$ cat src/rtl/ram_stream_reader_pkg.sv
// Shared types and default sizing for the RAM burst-to-stream reader.
package ram_stream_reader_pkg;

    localparam int DEFAULT_DEPTH = 4096;
    localparam int DEFAULT_WIDTH = 16;

    typedef enum logic [1:0] {
        IDLE  = 2'd0,
        RUN   = 2'd1,
        DRAIN = 2'd2
    } state_t;

endpackage

$ cat src/rtl/ram_stream_reader_fifo.sv
// Two-entry FIFO holding captured read data plus its end-of-burst flag.
module ram_stream_reader_fifo #(
    parameter int W = 17
) (
    input  logic         clock,
    input  logic         reset,
    input  logic         push,
    input  logic [W-1:0] push_data,
    input  logic         pop,
    output logic [1:0]   count,
    output logic [W-1:0] head
);

    logic       wr_ptr_reg;
    logic       rd_ptr_reg;
    logic [1:0] count_reg;

    generate
        for (genvar gi = 0; gi < 2; gi++) begin : g_entry
            logic [W-1:0] entry_reg;
            always_ff @(posedge clock) begin
                if (push && (wr_ptr_reg == 1'(gi))) begin
                    entry_reg <= push_data;
                end
            end
        end
    endgenerate

    always_ff @(posedge clock or posedge reset) begin
        if (reset) begin
            wr_ptr_reg <= 1'b0;
            rd_ptr_reg <= 1'b0;
            count_reg  <= 2'd0;
        end else begin
            if (push) begin
                wr_ptr_reg <= ~wr_ptr_reg;
            end
            if (pop) begin
                rd_ptr_reg <= ~rd_ptr_reg;
            end
            count_reg <= count_reg + {1'b0, push} - {1'b0, pop};
        end
    end

    assign count = count_reg;
    assign head  = rd_ptr_reg ? g_entry[1].entry_reg : g_entry[0].entry_reg;

endmodule

$ cat src/rtl/ram_stream_reader.sv
// Reads a burst of words from RAM port B and presents them as a ready/valid stream.
module ram_stream_reader
    import ram_stream_reader_pkg::*;
#(
    parameter int  DEPTH     = DEFAULT_DEPTH,
    parameter int  WIDTH     = DEFAULT_WIDTH,
    localparam int ADDR_BITS = $clog2(DEPTH)
) (
    input  logic                 clock,
    input  logic                 reset,
    input  logic                 start,
    input  logic [ADDR_BITS-1:0] start_addr,
    input  logic [ADDR_BITS:0]   length,
    output logic                 busy,
    output logic                 done,
    output logic [ADDR_BITS-1:0] address_b,
    output logic                 rd_b,
    input  logic [WIDTH-1:0]     q_b,
    output logic                 out_valid,
    input  logic                 out_ready,
    output logic [WIDTH-1:0]     out_data,
    output logic                 out_last
);

    state_t               state_reg;
    logic [ADDR_BITS-1:0] addr_reg;
    logic [ADDR_BITS:0]   remaining_reg;
    logic                 inflight_reg;
    logic                 last_inflight_reg;
    logic                 done_reg;

    logic [1:0]           fifo_count;
    logic [WIDTH:0]       fifo_head;
    logic [2:0]           occupancy;
    logic                 pop;
    logic                 issue;
    logic                 issue_last;

    assign pop       = out_valid & out_ready;
    // Entries that will sit in the FIFO next cycle if nothing new issues.
    assign occupancy = {1'b0, fifo_count} + {2'b00, inflight_reg} - {2'b00, pop};

    assign issue      = (state_reg == RUN) && (remaining_reg != '0) && (occupancy < 3'd2);
    assign issue_last = issue && (remaining_reg == (ADDR_BITS+1)'(1));

    always_ff @(posedge clock or posedge reset) begin
        if (reset) begin
            state_reg         <= IDLE;
            addr_reg          <= '0;
            remaining_reg     <= '0;
            inflight_reg      <= 1'b0;
            last_inflight_reg <= 1'b0;
            done_reg          <= 1'b0;
        end else begin
            done_reg          <= 1'b0;
            inflight_reg      <= issue;
            last_inflight_reg <= issue_last;
            case (state_reg)
                IDLE: begin
                    if (start) begin
                        if (length != '0) begin
                            addr_reg      <= start_addr;
                            remaining_reg <= length;
                            state_reg     <= RUN;
                        end else begin
                            done_reg <= 1'b1;
                        end
                    end
                end
                RUN: begin
                    if (issue) begin
                        addr_reg      <= addr_reg + 1'b1;
                        remaining_reg <= remaining_reg - 1'b1;
                        if (issue_last) begin
                            state_reg <= DRAIN;
                        end
                    end
                end
                DRAIN: begin
                    if (pop && fifo_head[WIDTH]) begin
                        state_reg <= IDLE;
                        done_reg  <= 1'b1;
                    end
                end
                default: state_reg <= IDLE;
            endcase
        end
    end

    // Read data lands on q_b the cycle after rd_b; capture it then.
    ram_stream_reader_fifo #(
        .W(WIDTH + 1)
    ) u_fifo (
        .clock     (clock),
        .reset     (reset),
        .push      (inflight_reg),
        .push_data ({last_inflight_reg, q_b}),
        .pop       (pop),
        .count     (fifo_count),
        .head      (fifo_head)
    );

    assign busy      = (state_reg != IDLE);
    assign done      = done_reg;
    assign rd_b      = issue;
    assign address_b = addr_reg;
    assign out_valid = (fifo_count != 2'd0);
    assign out_data  = out_valid ? fifo_head[WIDTH-1:0] : '0;
    assign out_last  = out_valid & fifo_head[WIDTH];

endmodule

$ cat config.mk
export PLATFORM = sky130hd
export DESIGN_NAME = ram_stream_reader
export DESIGN_NICKNAME = d
export VERILOG_FILES = /design/src/rtl/ram_stream_reader_pkg.sv /design/src/rtl/ram_stream_reader_fifo.sv /design/src/rtl/ram_stream_reader.sv
export SDC_FILE = /design/constraint.sdc
export NUM_CORES = 1
export LEC_CHECK = 0
export ABC_AREA = 1
export BUFFER_PORTS_ARGS = -buffer_cell sky130_fd_sc_hd__buf_2
export CAP_MARGIN = 0
export CORE_MARGIN = 10
export CORE_UTILIZATION = 55
export DETAILED_ROUTE_END_ITERATION = 7
export HOLD_SLACK_MARGIN = 0.02
export PLACE_DENSITY = 0.91
export SETUP_SLACK_MARGIN = 0.15
export SLEW_MARGIN = 20
export SYNTH_ARGS = -nofsm -noshare
export SYNTH_HDL_FRONTEND = slang
export SYNTH_SLANG_ARGS = --single-unit
$ cat constraint.sdc
create_clock -name clock -period 3.9 [get_ports clock]
set_clock_uncertainty 0.2 [all_clocks]
set_input_delay 0.195 -clock clock [delete_from_list [all_inputs] [get_ports clock]]
set_output_delay 0.195 -clock clock [all_outputs]
set_load 0.01 [all_outputs]
# After elaboration in Yosys (flattened, before gate mapping)
# Index checks and enable logic that the tools add are counted.
# word_totals
mem_bits_ro,0
memories,0
output_inout_bits,33
regBits,68
latch_bits,0
ram_bits,0
in_bits,45
# classes
shift,0
n_addsub,6
n_eq_ne,8
n_mux,20
reduce_logical,14
mul,0
div,0
n_bitwise,4
magnitude_cmp,1
# op_table
op,n
13-bit 2-to-1 mux,3
12-bit 2-to-1 mux,3
13-bit case mux with 2 select lines,1
13-bit nonzero test,2
12-bit case mux with 2 select lines,1
17-bit 2-to-1 mux,1
16-bit 2-to-1 mux,1
13-bit by 1-bit equality test with 1-bit output (second input constant),1
13-bit by 1-bit subtractor with 13-bit output (second input constant),1
12-bit by 1-bit adder with 12-bit output (second input constant),1
2-bit 2-to-1 mux,5
2-bit != test (second input constant),5
1-bit logical AND,6
2-bit case mux with 3 select lines,1
2-bit nonzero test,3
5-bit AND reduction,1
4-bit AND reduction,1
2-bit by 1-bit adder with 3-bit output,1
3-bit by 2-bit < comparator with 1-bit output (second input constant),1
1-bit 2-to-1 mux,3
3-bit by 1-bit subtractor with 3-bit output,1
2-bit by 1-bit adder with 2-bit output,1
1-bit bitwise AND,2
2-bit by 1-bit equality test with 1-bit output (second input constant),1
other kinds (5),6

# Longest topological paths before layout
# depth
word_depth,9
mapped_depth,13
ltp_nobuf,13

# Cells and area by module
# From an unflattened synthesis, not the netlist that was laid out.
# hier_totals
hier_cells,484
area_unflattened_um2,3907.5
# by_module_without_submodules
mod,cells_per_inst,area_each_um2,seq_area_each_um2,n_inst
ram_stream_reader,371,2358.5,750.7,1
ram_stream_reader_fifo,113,1549.0,1121.1,1

# Worst setup path after synthesis
# OpenSTA, ideal clock, no wires.
# synth_timing
path_kind,flip-flop to flip-flop
from,"register u_fifo.count_reg[1], in the netlist u_fifo.count[1]"
to,"register addr_reg[2], in the netlist address_b[2]"
setup_slack_ps,1126
arrival_time_ps,2500
stages_incl_launch_ff,13
setup_ps,74
synth_period_minus_slack_ps,2774
path_cell_list,dfrtp_1 -> nor2_1 -> nor2_1 -> ha_1 -> inv_1 -> ha_1 -> fa_1 -> nor3_1 -> nand2_2 -> nand2_4 -> buf_6 -> nand2_1 -> o21ai_2
# synth_via
elab_chain_cells,7
word_cells_on_any_way,8
classes_between,add/sub (2); order compare (1); eq/ne (1); bitwise (1); reduce/logical (3)
# synth_lines
element,line,text
start: declaration,ram_stream_reader_fifo.sv:16,logic [1:0] count_reg;
start signal: assignment,ram_stream_reader_fifo.sv:41,"count_reg <= count_reg + {1'b0, push} - {1'b0, pop};"
2-bit nonzero test,ram_stream_reader.sv:107,assign out_valid = (fifo_count != 2'd0);
1-bit bitwise AND,ram_stream_reader.sv:39,assign pop = out_valid & out_ready;
via pop,ram_stream_reader.sv:35,logic pop;
3-bit by 1-bit subtractor with 3-bit output,ram_stream_reader.sv:41,"assign occupancy = {1'b0, fifo_count} + {2'b00, inflight_reg} - {2'b00, pop};"
via occupancy[1],ram_stream_reader.sv:34,logic [2:0] occupancy;
3-bit by 2-bit < comparator with 1-bit output,ram_stream_reader.sv:43,assign issue = (state_reg == RUN) && (remaining_reg != '0) && (occupancy < 3'd2);
1-bit logical AND,ram_stream_reader.sv:43,
2-bit != test (no source line),-,
4-bit AND reduction (no source line),-,
end signal: assignment,ram_stream_reader.sv:62,addr_reg <= start_addr;
end signal: assignment,ram_stream_reader.sv:72,addr_reg <= addr_reg + 1'b1;
end: declaration,ram_stream_reader.sv:26,logic [ADDR_BITS-1:0] addr_reg;
# The timed path passes the listed nets, and every way through them passes these cells.
# A chain may end at the register's enable or synchronous reset.

# Final worst setup path
# layout_timing
from,"register u_fifo.count_reg[1], in the netlist u_fifo.count[1]"
to,"register addr_reg[6], in the netlist address_b[6]"
# The elaborated chain is that of the path after synthesis.

==> run metrics <==
status=complete, no violations; slew at the pin closest to its max-slew limit=0.767 ns; # port buffers=77; Finished Core Util=74.0%; number of hold buffers added after CTS=43; number of top-level design ports=approximately 80; flops & latches, synth=68; Floorplan Core Area=6390 um^2; post-synthesis cell count=between 400 and 500; number of global-route vias before repair=between 3k and 4k; width of the die=102 um; Mapped Nets=~490; final layout net count=611; final hold slack=around 0.04 ns; synthesized area per cell=8.38 um^2; clock slew at reported path FFs=0.08 ns; remaining number of nets flagged by the antenna check after routing=0; Area after DPL=4090 um^2; relative slew slack=48.8%; antenna violations before repair=0; global-route wire length before repair=16.0 mm; final-report hold violation count=0; via-per-instance ratio=5.35; non-filler instance count after layout=641; area of the die=10300 um^2; total of fill cells in the finished design=424; Detail Placement HPWL=between 6 and 7 mm; critical-path maximum fanout=32; Max Cap Viol=0; count of warnings emitted by yosys=0; All-Layer GR Usage=between 10% and 20%; remaining global-route overflow=0; final wirelength=9.99 mm; area taken by multi-input logic gates=between 1500 and 2000 um^2; DR DRC count=0; Max Freq=0.300 GHz; Critical Path Sink Type=flop; Clock Latency Late Sink=between 0.3 and 0.4 ns; number of CTS-inserted buffers=9; fraction of layout instances using a drive strength above 1=25.7%; total setup violations reported at the end of the flow=0; number of violations reported at the end of detailed-routing iteration 0=243; class of the most critical hold timing path=in -> reg; starting density of the core=a little under three fifths; number of flip-flops in the largest register=34; number of detailed-route iterations in the first pass=5; PwrDens=765 nW/um^2; number of cell rows=29; worst setup slack after placement=0.615 ns; FF/Latch Area=1870 um^2; height of the chip=102 um; CP Class=reg -> reg; biggest area contributors in the synthesized netlist=edfxtp_1 (28%), dfrtp_1 (23%), nand2_1 (16%), nand3_1 (4.2%), o21ai_2 (3.8%); Synth cell types=30; Synth top area share=27.9%; Routability Congestion=between 0.9 and 1; via count=3431; data arrival at the endpoint of the critical path=3.41 ns; summed negative setup slack over all endpoints=0 ns; global routing usage on met3=around 5.6%; sequential element share of the synthesized area=between 50% and 60%; Final WS setup=approximately 0.57 ns; Bufs on Longest Clock Path=2; synthesized area=3650 um^2; met2 track demand over resource in global routing=between 30 and 40%; clock period minus worst slack=3.33 ns; share of the cycle needed by the critical path after routing=85.4%; setup fix buffers added after clock tree synthesis=0; maximum number of pins on one net before global-route repair=35; cell taking the most area after synthesis=edfxtp_1; CTS tree=yes; static leakage=approximately 2.3 nW; setup repair after global routing missed its margin=no; most crowded layer after global routing=met2; maximum vdd drop=0.569 mV; met1 routing resource usage after global routing=21.5%; WL/cell=15.6 um; Worst setup SP type=flop; total count of max-transition violations in the final report=0; Inst Count DP=582; Worst Path Required=3.98 ns; CTS-repair resized insts=0; H-Tree Level Count=3; sum of internal, switching and leakage power=3.62 mW; sinks on the clock net=68; area grow syn2layout=29.3%; total non-filler cell area in the finished layout=~4700 um^2; cell at the root of the clock tree=clkbuf_8; number of antenna cells inserted=0
path summary, 6_finish.rpt:
path                                   start                              end  slack, ns  depth (start not counted)
hold / removal                     length[1]                 remaining_reg[1]       0.04                          5
setup reg to reg             u_fifo.count[1]                     address_b[6]       0.57                         13
min in group asynchronous              reset                 remaining_reg[5]       0.27                          4
setup / recovery             u_fifo.count[1]                     address_b[6]       0.57                         13
hold reg to reg            last_inflight_reg  u_fifo.g_entry[1].entry_reg[16]       0.28                          0
max in group asynchronous              reset                    address_b[11]       2.92                          4
cells in the mapped netlist, drive strengths merged:
library cell and n:
o21ai 24, nand4 6, xor2 3, o21bai 3, or2 3, edfxtp 34
dfrtp 34, clkbuf 3, nand3b 1, buf 10, xnor2 1, nand3 33
nand2 175, nor2 36, nor3 2, a21oi 19, inv 42, fa 1
ha 6
layout by cell type, fill, tap and decap left out, drive strengths merged, types with 2 or more instances in the layout:
master       netlist  routed
nand3             33      33
xor2               3       3
nand2            175     175
clkinv             0       2
ha                 6       6
nand4              6       6
clkbuf             3       9
dlygate4sd3        0      43
inv               42      45
edfxtp            34      34
or2                3       3
a21oi             19      19
o21bai             3       3
dfrtp             34      34
nor2              36      36
buf               10      82
o21ai             24      24
nor3               2       2
report_power, final:
part	internal [mW]	total, mW	switching, mW
logic	0.630	1.82	1.19
clock network	0.306	0.607	0.301
registers	0.984	1.19	0.206
total	1.92	3.62	1.70
cell type report:
| class | count | area share (%) |
|---|---|---|
| clock buffers | 9 | 2.62 |
| flip-flops and latches | 68 | 39.6 |
| multi-input cells | 313 | 32.6 |
| repair buffers | 125 | 18.1 |
| well taps | 77 | 2.04 |
| clock inverters | 7 | 1.77 |
| inverters | 42 | 3.34 |
kinds of logic after synthesis:
family                     Yosys count  synth area share (%)
AOI/OAI and AO/OA                   46                  8.15
xor gates and xnor gates             4                 0.959
adders and majority gates            7                  2.60
buffers and inverters               55                  6.64
DFF                                 68                  51.2
and+or+nand+nor                    256                  30.4
metal layers:
layer	up-vias	part of all wire, %
met3	21	7.3
met1	1607	38
li1	1649	-
met4	0	2.0
met2	154	53
met5	-	0
worst max-delay path, stage by stage (launching register included):
cell	delay [ns]
dfrtp_1	0.42
nor2_1	0.10
buf_4	0.24
nor2_1	0.11
ha_1	0.29
inv_1	0.04
ha_1	0.18
fa_1	0.46
nor3_1	0.24
nand2_2	0.13
nand2_4	0.37
buf_4	0.31
nand2_2	0.08
o21ai_2	0.06
Power figures use the tool's default switching activity.
